<file path="src/rtl/fetch_buffer.sv">
// Fetch-to-decode instruction buffer: circular FIFO of {pc, instr} pairs with flush.
// Define FETCH_BUF_BYPASS_EN to let an empty buffer forward the incoming pair combinationally.
module fetch_buffer #(
    parameter int DATA_WIDTH = 32,
    parameter int DEPTH      = 4
) (
    input  logic                        clk,
    input  logic                        rst,
    input  logic                        flush,
    input  logic                        in_valid,
    output logic                        in_ready,
    input  logic [DATA_WIDTH-1:0]       in_pc,
    input  logic [DATA_WIDTH-1:0]       in_instr,
    output logic                        out_valid,
    input  logic                        out_ready,
    output logic [DATA_WIDTH-1:0]       out_pc,
    output logic [DATA_WIDTH-1:0]       out_instr,
    output logic [$clog2(DEPTH):0]      count
);

    localparam int PW = $clog2(DEPTH);
    localparam int CW = PW + 1;
    localparam logic [CW-1:0]         FULL = CW'(DEPTH);
    localparam logic [DATA_WIDTH-1:0] NOP  = DATA_WIDTH'(32'h00000013);

    logic [DATA_WIDTH-1:0] pc_mem    [DEPTH];
    logic [DATA_WIDTH-1:0] instr_mem [DEPTH];
    logic [PW-1:0]         rd_ptr;
    logic [PW-1:0]         wr_ptr;
    logic [CW-1:0]         occ;

    logic stored_valid;
    logic bypass_valid;
    logic push;
    logic pop;

    // Handshake: a transfer happens on a rising edge only when valid and ready are
    // both high; ready never depends on the opposite side's ready in the same cycle.
    assign stored_valid = (occ != '0);
    assign in_ready     = (occ < FULL);
    assign count        = occ;

`ifdef FETCH_BUF_BYPASS_EN
    assign bypass_valid = !stored_valid && in_valid && !flush;
`else
    assign bypass_valid = 1'b0;
`endif

    assign out_valid = stored_valid || bypass_valid;

    // A bypassed pair that decode takes immediately never occupies an entry.
    assign push = in_valid && in_ready && !(bypass_valid && out_ready);
    assign pop  = stored_valid && out_ready;

    always_comb begin
        out_pc    = '0;
        out_instr = NOP;
        if (stored_valid) begin
            out_pc    = pc_mem[rd_ptr];
            out_instr = instr_mem[rd_ptr];
        end else if (bypass_valid) begin
            out_pc    = in_pc;
            out_instr = in_instr;
        end
    end

    always_ff @(posedge clk) begin
        if (rst) begin
            rd_ptr <= '0;
            wr_ptr <= '0;
            occ    <= '0;
            for (int i = 0; i < DEPTH; i++) begin
                pc_mem[i]    <= '0;
                instr_mem[i] <= NOP;
            end
        end else if (flush) begin
            rd_ptr <= '0;
            wr_ptr <= '0;
            occ    <= '0;
        end else begin
            if (push) begin
                pc_mem[wr_ptr]    <= in_pc;
                instr_mem[wr_ptr] <= in_instr;
                wr_ptr            <= wr_ptr + 1'b1;
            end
            if (pop) begin
                rd_ptr <= rd_ptr + 1'b1;
            end
            case ({push, pop})
                2'b10:   occ <= occ + 1'b1;
                2'b01:   occ <= occ - 1'b1;
                default: occ <= occ;
            endcase
        end
    end

endmodule
</file>
<file path="config.mk">
export PLATFORM = sky130hd
export DESIGN_NAME = fetch_buffer
export DESIGN_NICKNAME = d
export VERILOG_FILES = /design/src/rtl/fetch_buffer.sv
export SDC_FILE = /design/constraint.sdc
export NUM_CORES = 1
export LEC_CHECK = 0
export BUFFER_PORTS_ARGS = -buffer_cell sky130_fd_sc_hd__buf_2
export CORE_UTILIZATION = 58
export DETAILED_ROUTE_END_ITERATION = 10
export GPL_ROUTABILITY_DRIVEN = 0
export PLACE_DENSITY = 0.85
export SETUP_SLACK_MARGIN = 0.3
export SKIP_LAST_GASP = 1
export SLEW_MARGIN = 40
export SYNTH_ARGS = -nofsm -noshare
export SYNTH_HDL_FRONTEND = slang
export SYNTH_SLANG_ARGS = --single-unit
</file>
<file path="constraint.sdc">
create_clock -name clk -period 3.2 [get_ports clk]
set_clock_uncertainty 0.05 [all_clocks]
set_input_delay 0.32 -clock clk [delete_from_list [all_inputs] [get_ports clk]]
set_output_delay 0.32 -clock clk [all_outputs]
set_load 0.05 [all_outputs]
</file>
# --- Yosys cells after proc, flatten, opt, wreduce, memory -nomap -nowiden ---
# Memories as Yosys holds them, arrays and structs flattened. A register that Yosys moved wholly into a read port is not among the register bits.
# Index checks and enable logic that the tools add are counted.
totals:
  register_bits: 7
  ramBits: 256
  input_bits: 69
  out_inout_bits: 69
  word_cells: 38
  n_memories: 2
op_classes:
  addsub: 4
  magnitude_cmp: 1
  n_eq_ne: 2
  mux: 19
  n_reduce_logical: 7
memory_table:
  columns: ["memory", "words", "width", "rd", "rd_clocked_by_memory_dff", "wr", "line_no", "text"]
  rows:
  - ["instr_mem", 4, 32, 1, 1, 4, "27", "logic [DATA_WIDTH-1:0] instr_mem [DEPTH];"]
  - ["pc_mem", 4, 32, 1, 1, 4, "26", "logic [DATA_WIDTH-1:0] pc_mem [DEPTH];"]
op_table:
  columns: ["op", "n"]
  rows:
  - ["$mux 32", 4]
  - ["$reduce_or 32->1", 2]
  - ["$mux 2", 6]
  - ["$mux 1", 8]
  - ["$pmux 3 s2", 1]
  - ["$add 2x1->2 const B", 2]
  - ["$add 3x1->3 const B", 1]
  - ["$lt 3x3->1 const B", 1]
  - ["$reduce_bool 3->1", 1]
  - ["$sub 3x1->3 const B", 1]
  - ["$eq 2x1->1 const B", 1]
  - ["$eq 2x2->1 const B", 1]
  - ["$logic_and 1x1->1", 2]
  - ["$reduce_bool 2->1", 1]
  - ["$reduce_or 2->1", 1]

# --- Logic depth before layout (Yosys ltp) ---
# Gate-level depths: netlist of the first run.
depth:
  word_depth: 8
  ltp_mapped: 10
  ltp_nobuf: 8

# --- Worst setup path before layout of the first run ---
# OpenSTA, ideal clock, no wires.
synth_path:
  path_type: "reg-to-reg"
  start: "register occ[2], in the netlist count[2]"
  end: "memory instr_mem[3][0], enable pin"
  arrival_time_ns: 2.633
  required_time_ns: 2.725
  setup_slack_ns: 0.092
  stages_incl_launch_ff: 5
  cell_sequence: "dfxtp_1 buf_2 nor2b_1 clkbuf_1 a41o_1"
synth_lines:
  columns: ["item", "line_no", "text"]
  rows:
  - ["from (decl)", "30", "logic [CW-1:0] occ;"]
  - ["from (signal assigned)", "90", "2'b10: occ <= occ + 1'b1;"]
  - ["from (signal assigned)", "91", "2'b01: occ <= occ - 1'b1;"]
  - ["to (decl)", "27", null]

==> results of run 1 <==
[kinds of logic after synthesis]
| group | synth area share (%) |
|---|---|
| AO/OA/AOI/OAI | 0.358 |
| AND/OR/NAND/NOR | 18.3 |
| XOR/XNOR | 0.369 |
| buffers and inverters | 2.29 |
| flip-flops | 66.3 |
| adder cells (fa/ha/maj) | 0.274 |
| multiplexers | 12.1 |
[how the worst max path moves through the flow]
stage	end	cells past startpoint	slack, ns
4_1_cts	out_instr[25]	4	0.34
3_3_place_gp	instr_mem[2][4]	5	0.81
6_report	out_instr[25]	4	0.56
3_5_place_dp	instr_mem[2][4]	5	0.75
2_1_floorplan	instr_mem[1][0]	5	0.63
5_1_grt	out_instr[25]	4	0.44
[sequential cells by signal, summed over array words and instances (netlist names), named ones only]
signal and cells:
rd_ptr 2, count 3, wr_ptr 2, pc_mem 128, instr_mem 128
[metal layers]
layer / share of wire [%] / vias to the layer above / global-route usage [%] / wire length, um
li1: - / 3016 / - / -
met1: 40 / 3385 / 30.7 / 9810
met2: 52 / 229 / 42.0 / 12700
met3: 6.1 / 47 / 3.99 / 1490
met4: 2.5 / 2 / 8.74 / 607
met5: 0.053 / - / 0 / 13
[cell usage in the layout (no fill, tap or decap), drive strengths merged, types with 2 or more instances in the layout]
cell	instances
nor3	2
xor2	4
nor2	9
o21ai	2
bufinv	3
nand2b	6
nor2b	62
mux4	64
a21oi	3
dfxtp	9
diode	5
and2	183
clkbuf	35
clkinv	9
or2	7
buf	156
or2b	3
inv	8
and3	61
or3	5
edfxtp	256
[power groups by stage]
| stage | logic [W] | clock network, W | registers, W |
|---|---|---|---|
| 2_1_floorplan | 0.000405 | 0 | 0.00406 |
| 3_3_place_gp | 0.000607 | 0 | 0.00406 |
| 3_5_place_dp | 0.000625 | 0 | 0.00407 |
| 4_1_cts | 0.000628 | 0.00304 | 0.00400 |
| 5_1_grt | 0.000665 | 0.00319 | 0.00401 |
| 6_report | 0.000624 | 0.00300 | 0.00400 |
[metrics by stage]
| stage | hold WS (ns) | instances | util (%) |
|---|---|---|---|
| after detailed placement | 0.429 | 1114 | 65.3 |
| after floorplan | 0.409 | 751 | - |
| after global placement | 0.414 | 1112 | 65.1 |
| after CTS | 0.0279 | 1161 | 69.5 |
| final | 0.0459 | 1167 | 69.7 |
| after global routing | 0.0416 | 1166 | 69.7 |
[worst reg2reg max path, stage by stage (launching register included)]
cell and delay [ns]:
sky130_fd_sc_hd__dfxtp_1 0.68, sky130_fd_sc_hd__nor2b_4 0.20, sky130_fd_sc_hd__inv_1 0.19, sky130_fd_sc_hd__ha_1 0.20, sky130_fd_sc_hd__inv_1 0.06, sky130_fd_sc_hd__fa_1 0.37
sky130_fd_sc_hd__xor2_1 0.16, sky130_fd_sc_hd__or3_1 0.31, sky130_fd_sc_hd__a21oi_1 0.14
[layout make-up]
type | count | area (sq um)
clock buffers | 35 | 706
inverters | 8 | 30.0
flip-flops and latches | 265 | 7880
clock inverters | 12 | 133
multi-input cells | 421 | 3780
fillers | 1315 | 6000
well taps | 265 | 332
repair buffers | 156 | 911
diodes | 5 | 12.5
==> parameters.txt, run 1 <==
Parameter                              Value

Power and ir drop
  Sequential fraction of design power ... 52.4%
  Power per cell area ... 553 nW/um^2
  Combinational power share ... 8.2%
  Leakage power ... 5.34 nW
  Power, Total ... 0.00763 W
  Net switching power figure ... 0.00168 W
  Cell internal pwr ... 0.00595 W
  Part of the total power dissipated in the clock network ... 39.4%
  Switching portion of total power ... 22.0%
  Max IR drop VDD ... 0.443 mV

Synthesis
  Number of unique standard cell types used by synthesis ... 33
  Sequential share of the synthesized area ... 66.3%
  Warnings, synthesis ... 0
  Area fraction of the dominant cell type after synthesis ... 64.8%
  Number of enable-type register cells in the synthesized netlist ... 256
  Asr flop ratio synth ... 0%
  Commonest cells in the netlist ... 256 x sky130_fd_sc_hd__edfxtp_1, 163 x sky130_fd_sc_hd__and2_1, 64 x sky130_fd_sc_hd__mux4_2
  Cell count after synthesis ... 751
  Leading area contributor after synthesis ... sky130_fd_sc_hd__edfxtp_1
  Post-Syn Area ... 11,900 sq um
  Synthesized flop and latch total ... 265
  Net count after synthesis ... 822
  Post-synthesis area per instance ... 15.8 sq um
  Dominant synthesized flop cell ... sky130_fd_sc_hd__edfxtp_1
  Most area-consuming cells after synthesis ... sky130_fd_sc_hd__edfxtp_1 65%, sky130_fd_sc_hd__mux4_2 12%, sky130_fd_sc_hd__and2_1 8.6%
  Most common cell in the netlist ... sky130_fd_sc_hd__edfxtp_1

Drt
  DR pass1 iterations ... 4
  DRC Markers ... 0
  Antenna-violating nets left ... 0
  Vias post-DR ... 6,679
  Aggregate routed wire length ... 24.6 mm
  Starting DRT DRC Count ... 428
  Number of vias per cell after detailed routing ... 5.72
  Routed wire length per instance ... 21.1 um

Clock network
  Clk Tree Root Cell ... sky130_fd_sc_hd__clkbuf_16
  Clock latency of the later-clocked register in the worst-skew pair ... 0.52 ns
  CTS Hold Bufs ... 0
  Clock-pin slew on the worst setup and hold paths ... 0.07 ns
  TritonCTS clock tree ... built
  Number of gates resized after cts ... 0
  Htree depth ... 1
  Number of buffers between clock root and the deepest sink ... 3
  Buffers inserted by post-CTS timing repair ... 0
  CTS Sinks ... 265
  Inserted Clock Buffers ... 26

Floorplanning
  I/O pins ... 138
  Width of the die ... 145 um
  Die outline height ... 145 um
  FP Rows ... 51
  Placeable core region ... 19,800 sq um
  Initial cell density of the core ... 60.0%
  Die area ... 21,000 sq um

Job
  Number of maximum-capacitance violations ... 0

Hold path
  Startpoint of the tightest hold check path ... in_instr[0]
  Number of cells traversed by the worst hold path ... 2
  Min-Delay Endpoint ... instr_mem[2][0]
  Hold Crit Class ... in2reg

STA
  Portion of the clock cycle consumed by the worst path in the final layout ... 82.4%
  RSZ-0062 raised after global routing ... no
  Measured slew at the worst slew-check pin ... 0.739 ns
  Max frequency ... 379 MHz
  PnR worst setup slack ... 0.562 ns
  Slew Limit Fails ... 0
  Tmin final ... 2.64 ns
  Relative slew slack ... 50.7%
  Final setup violation count ... 0
  Total negative setup slack ... 0 ns
  Final hold vios ... 0

Setup path
  Ordered cell list for the critical path ... buf_4 -> mux4_2 -> nor2b_1 -> buf_2
  Critical path startpoint category ... register
  Sort of element at the end of the critical path ... output port
  Arrival time at the worst endpoint ... 2.27 ns
  Maximum fanout along the worst path ... 12
  Path depth of the worst reg2reg path ... 8
  Largest stage delay on the critical path ... 0.54 ns
  Register-to-register path setup slack ... 0.78 ns
  Family of cells with the greatest summed delay on the critical path ... buffers and inverters
  Capture point of the worst reg-to-reg path ... count[2]
  Startpoint of the worst register-to-register path ... count[2]
  Critical path start-end classification ... reg2out
  Slowest stage cell, crit path ... sky130_fd_sc_hd__mux4_2
  Buf+Inv Stages, Crit Path ... 2
  Data required time at the worst endpoint ... 2.83 ns

Layout
  Final Cell Area ... 13,800 sq um
  Net count reported at finish ... 949
  Fraction of layout instances using a drive strength above 1 ... 32.4%
  Layout area overhead ... 16.1%

Place
  Number of port buffers ... 137
  Dpl cell area ... 12,900 sq um
  Half-perimeter wire length of the detailed placement result ... 14.2 mm
  Post-place setup slack ... 0.750 ns

Global routing
  Global-route wire length before repair ... 39.1 mm
  Number of antenna violations at the first check in global routing ... 6
  Vias in the first global route ... 7,155
  Pin count of the biggest net entering global routing ... 65
  Overall overflow remaining after global route ... 0
  Total routing usage reported by global routing ... 24.1%

Outcome
  Run status ... completed
(Power assumes the default switching activity.)
==> run 2: changes to the inputs <==
--- a/config.mk
+++ b/config.mk
@@ -6,10 +6,10 @@
 export NUM_CORES = 1
 export LEC_CHECK = 0
 export BUFFER_PORTS_ARGS = -buffer_cell sky130_fd_sc_hd__buf_2
-export CORE_UTILIZATION = 58
+export CORE_UTILIZATION = 53
 export DETAILED_ROUTE_END_ITERATION = 10
 export GPL_ROUTABILITY_DRIVEN = 0
-export PLACE_DENSITY = 0.85
+export PLACE_DENSITY = 0.82
 export SETUP_SLACK_MARGIN = 0.3
 export SKIP_LAST_GASP = 1
 export SLEW_MARGIN = 40
==> constraint.sdc (replaced) <==
create_clock -name clk -period 2.3 [get_ports clk]
set_clock_uncertainty 0.05 [all_clocks]
set_input_delay 0.23 -clock clk [delete_from_list [all_inputs] [get_ports clk]]
set_output_delay 0.23 -clock clk [all_outputs]
set_load 0.05 [all_outputs]
==> run 2 against run 1 <==
Compared with the run above: the run now ends with setup timing left; non-clock buffer count increased by 104; flip-flop and latch count unchanged; sequential power increased by 39%; via count increased by 8.7%; critical path depth increased by 2; highest routed layer is now met4.
==> parameters.txt, run 2 (same netlist as run 1, synthesis figures left out) <==
Parameter                              Value

Layout
  Flip-flop and latch area ... 7890 sq um
  Leading cell types in the layout, fill and taps excluded ... 256 x sky130_fd_sc_hd__edfxtp_1, 163 x sky130_fd_sc_hd__and2_1, 72 x sky130_fd_sc_hd__buf_2, 64 x sky130_fd_sc_hd__mux4_2, 64 x sky130_fd_sc_hd__dlygate4sd3_1
  Fraction of layout instances using a drive strength above 1 ... 40.3%
  Layout fillers ... 1,291
  Net count reported at finish ... 1,055
  Final std cells w/o fill ... 1,285
  Layout area overhead ... 34.1%
  Most common cell after layout, fill and taps aside ... sky130_fd_sc_hd__edfxtp_1
  Core utilization of the finished layout ... 72.7%
  Multi-input gate area in the final layout ... 4140 sq um

STA
  Portion of the clock cycle consumed by the worst path in the final layout ... 105%
  Relative slew slack ... 52.6%
  Slew Limit Fails ... 0
  Measured slew at the worst slew-check pin ... 0.711 ns
  RSZ-0062 raised after global routing ... yes
  Final setup violation count ... 64
  Tmin final ... 2.41 ns
  Final hold vios ... 0
  Worst slack on hold paths ... 0.0498 ns
  PnR worst setup slack ... -0.111 ns
  Max frequency ... 415 MHz

Setup path
  Slowest stage cell, crit path ... sky130_fd_sc_hd__mux4_2
  Register-to-register path setup slack ... 0.23 ns
  Critical path start-end classification ... reg2out
  Data required time at the worst endpoint ... 2.02 ns
  Family of cells with the greatest summed delay on the critical path ... buffers and inverters
  Critical path startpoint category ... register
  Ordered cell list for the critical path ... buf_8 -> buf_12 -> buf_16 -> mux4_2 -> nor2b_4 -> buf_6
  Arrival time at the worst endpoint ... 2.13 ns
  Largest stage delay on the critical path ... 0.51 ns
  Maximum fanout along the worst path ... 7
  Buf+Inv Stages, Crit Path ... 4
  Number of cells on the critical path ... 6
  Sort of element at the end of the critical path ... output port
  Path depth of the worst reg2reg path ... 4

Clock network
  Htree depth ... 1
  Clock-pin slew on the worst setup and hold paths ... 0.06 ns
  TritonCTS clock tree ... built
  CTS Sinks ... 265
  Inserted Clock Buffers ... 27
  Clock latency of the later-clocked register in the worst-skew pair ... 0.53 ns
  Clk Tree Root Cell ... sky130_fd_sc_hd__clkbuf_16
  Number of buffers between clock root and the deepest sink ... 3

Outcome
  Run status ... complete, but fails checks
  Violations in the final reports ... setup timing

Drt
  Routed wire length per instance ... 22.4 um
  Vias post-DR ... 7,257
  Antenna-violating nets left ... 0
  Aggregate routed wire length ... 28.8 mm
  Starting DRT DRC Count ... 577
  DR pass1 iterations ... 5
  Number of vias per cell after detailed routing ... 5.65
  DRC Markers ... 0

Power and ir drop
  Power per cell area ... 696 nW/um^2
  Power, Total ... 0.0111 W
  Leakage power ... 6.15 nW
  Max IR drop VDD ... 0.779 mV

Place
  Post-place setup slack ... 0.158 ns
  Half-perimeter wire length of the detailed placement result ... 14.7 mm
  Total instance count after detailed placement ... 1,136
  Number of port buffers ... 137

Global routing
  Total routing usage reported by global routing ... 24.8%
  Global-route wire length before repair ... 42.1 mm
  Number of antenna violations at the first check in global routing ... 1
  Overall overflow remaining after global route ... 0
  Pin count of the biggest net entering global routing ... 65
  Vias in the first global route ... 7,567

Floorplanning
  Initial cell density of the core ... 54.2%
  Placeable core region ... 21,900 sq um
  Die area ... 23,000 sq um
  Width of the die ... 152 um
  I/O pins ... 138
  FP Rows ... 54
  Die outline height ... 152 um

Hold path
  Hold Crit Class ... in2reg
  Number of cells traversed by the worst hold path ... 4

Job
  Number of maximum-capacitance violations ... 0
==> run 2: cell type report <==
class,count,share of cell area (%)
Inverter,8,0.204
Timing Repair Buffer,260,16.7
Sequential cell,265,49.5
Clock inverter,19,1.07
Antenna cell,1,0.0157
Tap cell,280,2.20
Multi-Input combinational cell,422,26.0
Clock buffer,30,4.32
==> run 2: metal layers <==
layer / part of all wire (%) / wire length [um] / global-route usage [%] / vias to the layer above
met2: 53 / 15200 / 44.4 / 243
li1: - / - / - / 3238
met3: 5.8 / 1660 / 2.96 / 39
met5: 0 / 0 / 0 / -
met4: 2.0 / 578 / 7.57 / 0
met1: 39 / 11300 / 31.7 / 3737
==> run 2: final timing paths <==
kind,start,end
hold reg to reg,rd_ptr[1],register
setup / recovery,register,out_pc[31]
setup reg to reg,wr_ptr[0],instr_mem[2][25]
hold / removal,out_ready,register
==> run 2: stage by stage <==
stage                     cell area, sq um  TNS (ns)
final                                15900     -4.24
after global routing                 15900     -7.78
after CTS                            15500     -4.67
after detailed placement             13300         0
after global placement               13300         0
after floorplan                      12100         0
==> run 2: report_power, final <==
| part | internal [W] | switching [W] |
|---|---|---|
| Sequential | 0.00550 | 0.0000630 |
| Combinational | 0.000575 | 0.000692 |
| Clock | 0.00248 | 0.00178 |
| Total | 0.00856 | 0.00253 |
==> run 2: worst register-to-register path, cell delays in order, from the launching register on <==
cell and delay, ns:
sky130_fd_sc_hd__dfxtp_4 0.34, sky130_fd_sc_hd__or4b_4 0.50, sky130_fd_sc_hd__nor3b_4 0.31, sky130_fd_sc_hd__or2_4 0.34, sky130_fd_sc_hd__buf_12 0.22
==> run 2: timing repair <==
action | CTS | global route
setup buffers | 13 | 6
resized for setup | 132 | 36
endpoints found under the setup margin | 68 | 156
endpoints found under the hold margin | 243 | 0
pin swaps | 2 | 3
hold buffers | 64 | 0
gates cloned | 6 | 10
==> run 3: changes to the inputs <==
--- a/config.mk
+++ b/config.mk
@@ -6,13 +6,14 @@
 export NUM_CORES = 1
 export LEC_CHECK = 0
 export BUFFER_PORTS_ARGS = -buffer_cell sky130_fd_sc_hd__buf_2
-export CORE_UTILIZATION = 53
+export CORE_UTILIZATION = 60
 export DETAILED_ROUTE_END_ITERATION = 10
 export GPL_ROUTABILITY_DRIVEN = 0
-export PLACE_DENSITY = 0.82
+export PLACE_DENSITY = 0.88
 export SETUP_SLACK_MARGIN = 0.3
 export SKIP_LAST_GASP = 1
 export SLEW_MARGIN = 40
 export SYNTH_ARGS = -nofsm -noshare
 export SYNTH_HDL_FRONTEND = slang
 export SYNTH_SLANG_ARGS = --single-unit
+export TNS_END_PERCENT = 30
==> constraint.sdc (replaced) <==
create_clock -name clk -period 2.88 [get_ports clk]
set_clock_uncertainty 0.05 [all_clocks]
set_input_delay 0.288 -clock clk [delete_from_list [all_inputs] [get_ports clk]]
set_output_delay 0.288 -clock clk [all_outputs]
set_load 0.05 [all_outputs]
==> run 3 against run 2 <==
Compared with the run above: the run ends with DRC left; core utilization down 1.2 points; setup slack better by 0.48 ns; combinational power down 44%; sequential share of layout area up 7.2 points; wire length down 8.9%; critical endpoint is now out_pc[1]; largest cell class unchanged.
==> parameters.txt, run 3 (same netlist as run 1, synthesis figures left out) <==
Parameter                              Value

Floorplanning
  Width of the die ... 143 um
  Die area ... 20,400 sq um
  Placeable core region ... 19,400 sq um
  Initial cell density of the core ... 61.2%
  FP Rows ... 51
  I/O pins ... 138
  Die outline height ... 143 um

Drt
  Routed wire length per instance ... 22.3 um
  Starting DRT DRC Count ... 581
  Antenna-violating nets left ... 0
  DRC Markers ... 4
  Vias post-DR ... 6,881
  Number of vias per cell after detailed routing ... 5.85
  Aggregate routed wire length ... 26.2 mm
  DR pass1 iterations ... 8

STA
  Final setup violation count ... 0
  Total negative setup slack ... 0 ns
  Tmin final ... 2.51 ns
  Portion of the clock cycle consumed by the worst path in the final layout ... 87.1%
  Worst slack on hold paths ... 0.0187 ns
  Measured slew at the worst slew-check pin ... 0.709 ns
  Final hold vios ... 0
  Relative slew slack ... 52.7%
  Slew Limit Fails ... 0
  Max frequency ... 399 MHz
  RSZ-0062 raised after global routing ... yes

Layout
  Layout area overhead ... 16.9%
  Flip-flop and latch area ... 7880 sq um
  Multi-input gate area in the final layout ... 3780 sq um
  Layout fillers ... 1,211
  Most common cell after layout, fill and taps aside ... sky130_fd_sc_hd__edfxtp_1
  Net count reported at finish ... 960
  Fraction of layout instances using a drive strength above 1 ... 33.6%
  Leading cell types in the layout, fill and taps excluded ... 256 x sky130_fd_sc_hd__edfxtp_1, 163 x sky130_fd_sc_hd__and2_1, 137 x sky130_fd_sc_hd__buf_2, 64 x sky130_fd_sc_hd__mux4_2
  Core utilization of the finished layout ... 71.6%

Global routing
  Total routing usage reported by global routing ... 26.2%
  Number of antenna violations at the first check in global routing ... 4
  Vias in the first global route ... 7,137
  Overall overflow remaining after global route ... 0
  Pin count of the biggest net entering global routing ... 65
  Global-route wire length before repair ... 39.2 mm

Hold path
  Hold Crit Class ... in2reg

Setup path
  Largest stage delay on the critical path ... 0.51 ns
  Critical path startpoint category ... register
  Slowest stage cell, crit path ... sky130_fd_sc_hd__mux4_2
  Arrival time at the worst endpoint ... 2.17 ns
  Critical path start-end classification ... reg2out
  Buf+Inv Stages, Crit Path ... 2
  Maximum fanout along the worst path ... 16
  Ordered cell list for the critical path ... buf_12 -> mux4_2 -> nor2b_1 -> buf_2
  Data required time at the worst endpoint ... 2.54 ns
  Family of cells with the greatest summed delay on the critical path ... multiplexers
  Sort of element at the end of the critical path ... output port

Power and ir drop
  Net switching power figure ... 0.00188 W
  Sequential fraction of design power ... 53.4%
  Combinational power share ... 8.6%
  Cell internal pwr ... 0.00645 W
  Max IR drop VDD ... 0.451 mV
  Power per cell area ... 600 nW/um^2
  Leakage power ... 5.41 nW
  Part of the total power dissipated in the clock network ... 38.1%
  Switching portion of total power ... 22.5%

Clock network
  Clock-pin slew on the worst setup and hold paths ... 0.06 ns
  Inserted Clock Buffers ... 26
  Number of buffers between clock root and the deepest sink ... 3
  Clock latency of the later-clocked register in the worst-skew pair ... 0.52 ns
  CTS Sinks ... 265
  Htree depth ... 1
  Clk Tree Root Cell ... sky130_fd_sc_hd__clkbuf_16
  TritonCTS clock tree ... built

Place
  Number of port buffers ... 137
  Half-perimeter wire length of the detailed placement result ... 14.8 mm

Outcome
  Violations in the final reports ... DRC
  Run status ... complete, but fails checks

Job
  Number of maximum-capacitance violations ... 0
==> run 3: cell types whose count changed in the layout (fill, tap and decap cells not counted), sizes merged, moves of 2 or more <==
cell         previous run  this run
clkbuf                 37        39
diode                   1         4
buf                   187       166
bufinv                  3         0
bufbuf                  2         0
dlygate4sd3            64         1
clkinv                 13         7
inv                    10         8
==> run 3: path summary, 6_finish.rpt <==
kind                            startpoint                to  slack (ns)  depth (start not counted)
worst max-delay path              register         out_pc[1]        0.37                          4
worst min-delay path              in_pc[0]      pc_mem[0][0]        0.02                          2
worst max register to register   wr_ptr[0]  instr_mem[2][30]        0.58                          5
worst min register to register   rd_ptr[1]         rd_ptr[1]        0.45                          2
==> run 3: through the flow <==
stage	area (sq um)	setup WS (ns)	cells	power, W
6_report	13900	0.372	1176	0.00833
5_1_grt	13900	0.285	1175	0.00854
4_1_cts	13800	0.326	1168	0.00834
3_5_place_dp	13000	0.515	1118	0.00523
3_3_place_gp	12900	0.581	1116	0.00520
2_1_floorplan	11900	0.309	751	0.00496
==> run 3: worst reg2reg max path, stage by stage, from the launching register on <==
cell and delay, ns:
sky130_fd_sc_hd__dfxtp_1 0.37, sky130_fd_sc_hd__or4b_4 0.60, sky130_fd_sc_hd__nor3b_4 0.22, sky130_fd_sc_hd__buf_4 0.39
sky130_fd_sc_hd__buf_4 0.35, sky130_fd_sc_hd__and2_1 0.20
==> run 3: area by class of cell <==
type,instances,share of cell area [%]
antenna,4,0.0721
clock buffer,39,5.48
clock inverter,7,0.243
inverter,8,0.216
multi-input combinational,421,27.2
sequential,265,56.7
tap,265,2.39
timing repair buffer,167,7.62
==> run 3: what timing repair did <==
action | in CTS | in global routing
endpoints found under the setup margin | 49 | 7
resized for setup | 1 | 1
buffers inserted | 3 | 4
hold buffers | 1 | 0
endpoints found under the hold margin | 1 | 0
==> run 3: power by group through the flow <==
stage          clock, W  combinational, W  sequential [W]
2_1_floorplan         0          0.000450         0.00451
3_3_place_gp          0          0.000682         0.00452
3_5_place_dp          0          0.000701         0.00453
4_1_cts         0.00318          0.000714         0.00445
5_1_grt         0.00333          0.000756         0.00446
6_report        0.00317          0.000714         0.00445
==> run 3: layer usage <==
layer | part of all wire [%] | global-route usage [%]
met1 | 39 | 34.1
met2 | 52 | 44.3
met3 | 6.9 | 4.53
met4 | 2.1 | 10.5
met5 | 0 | 0
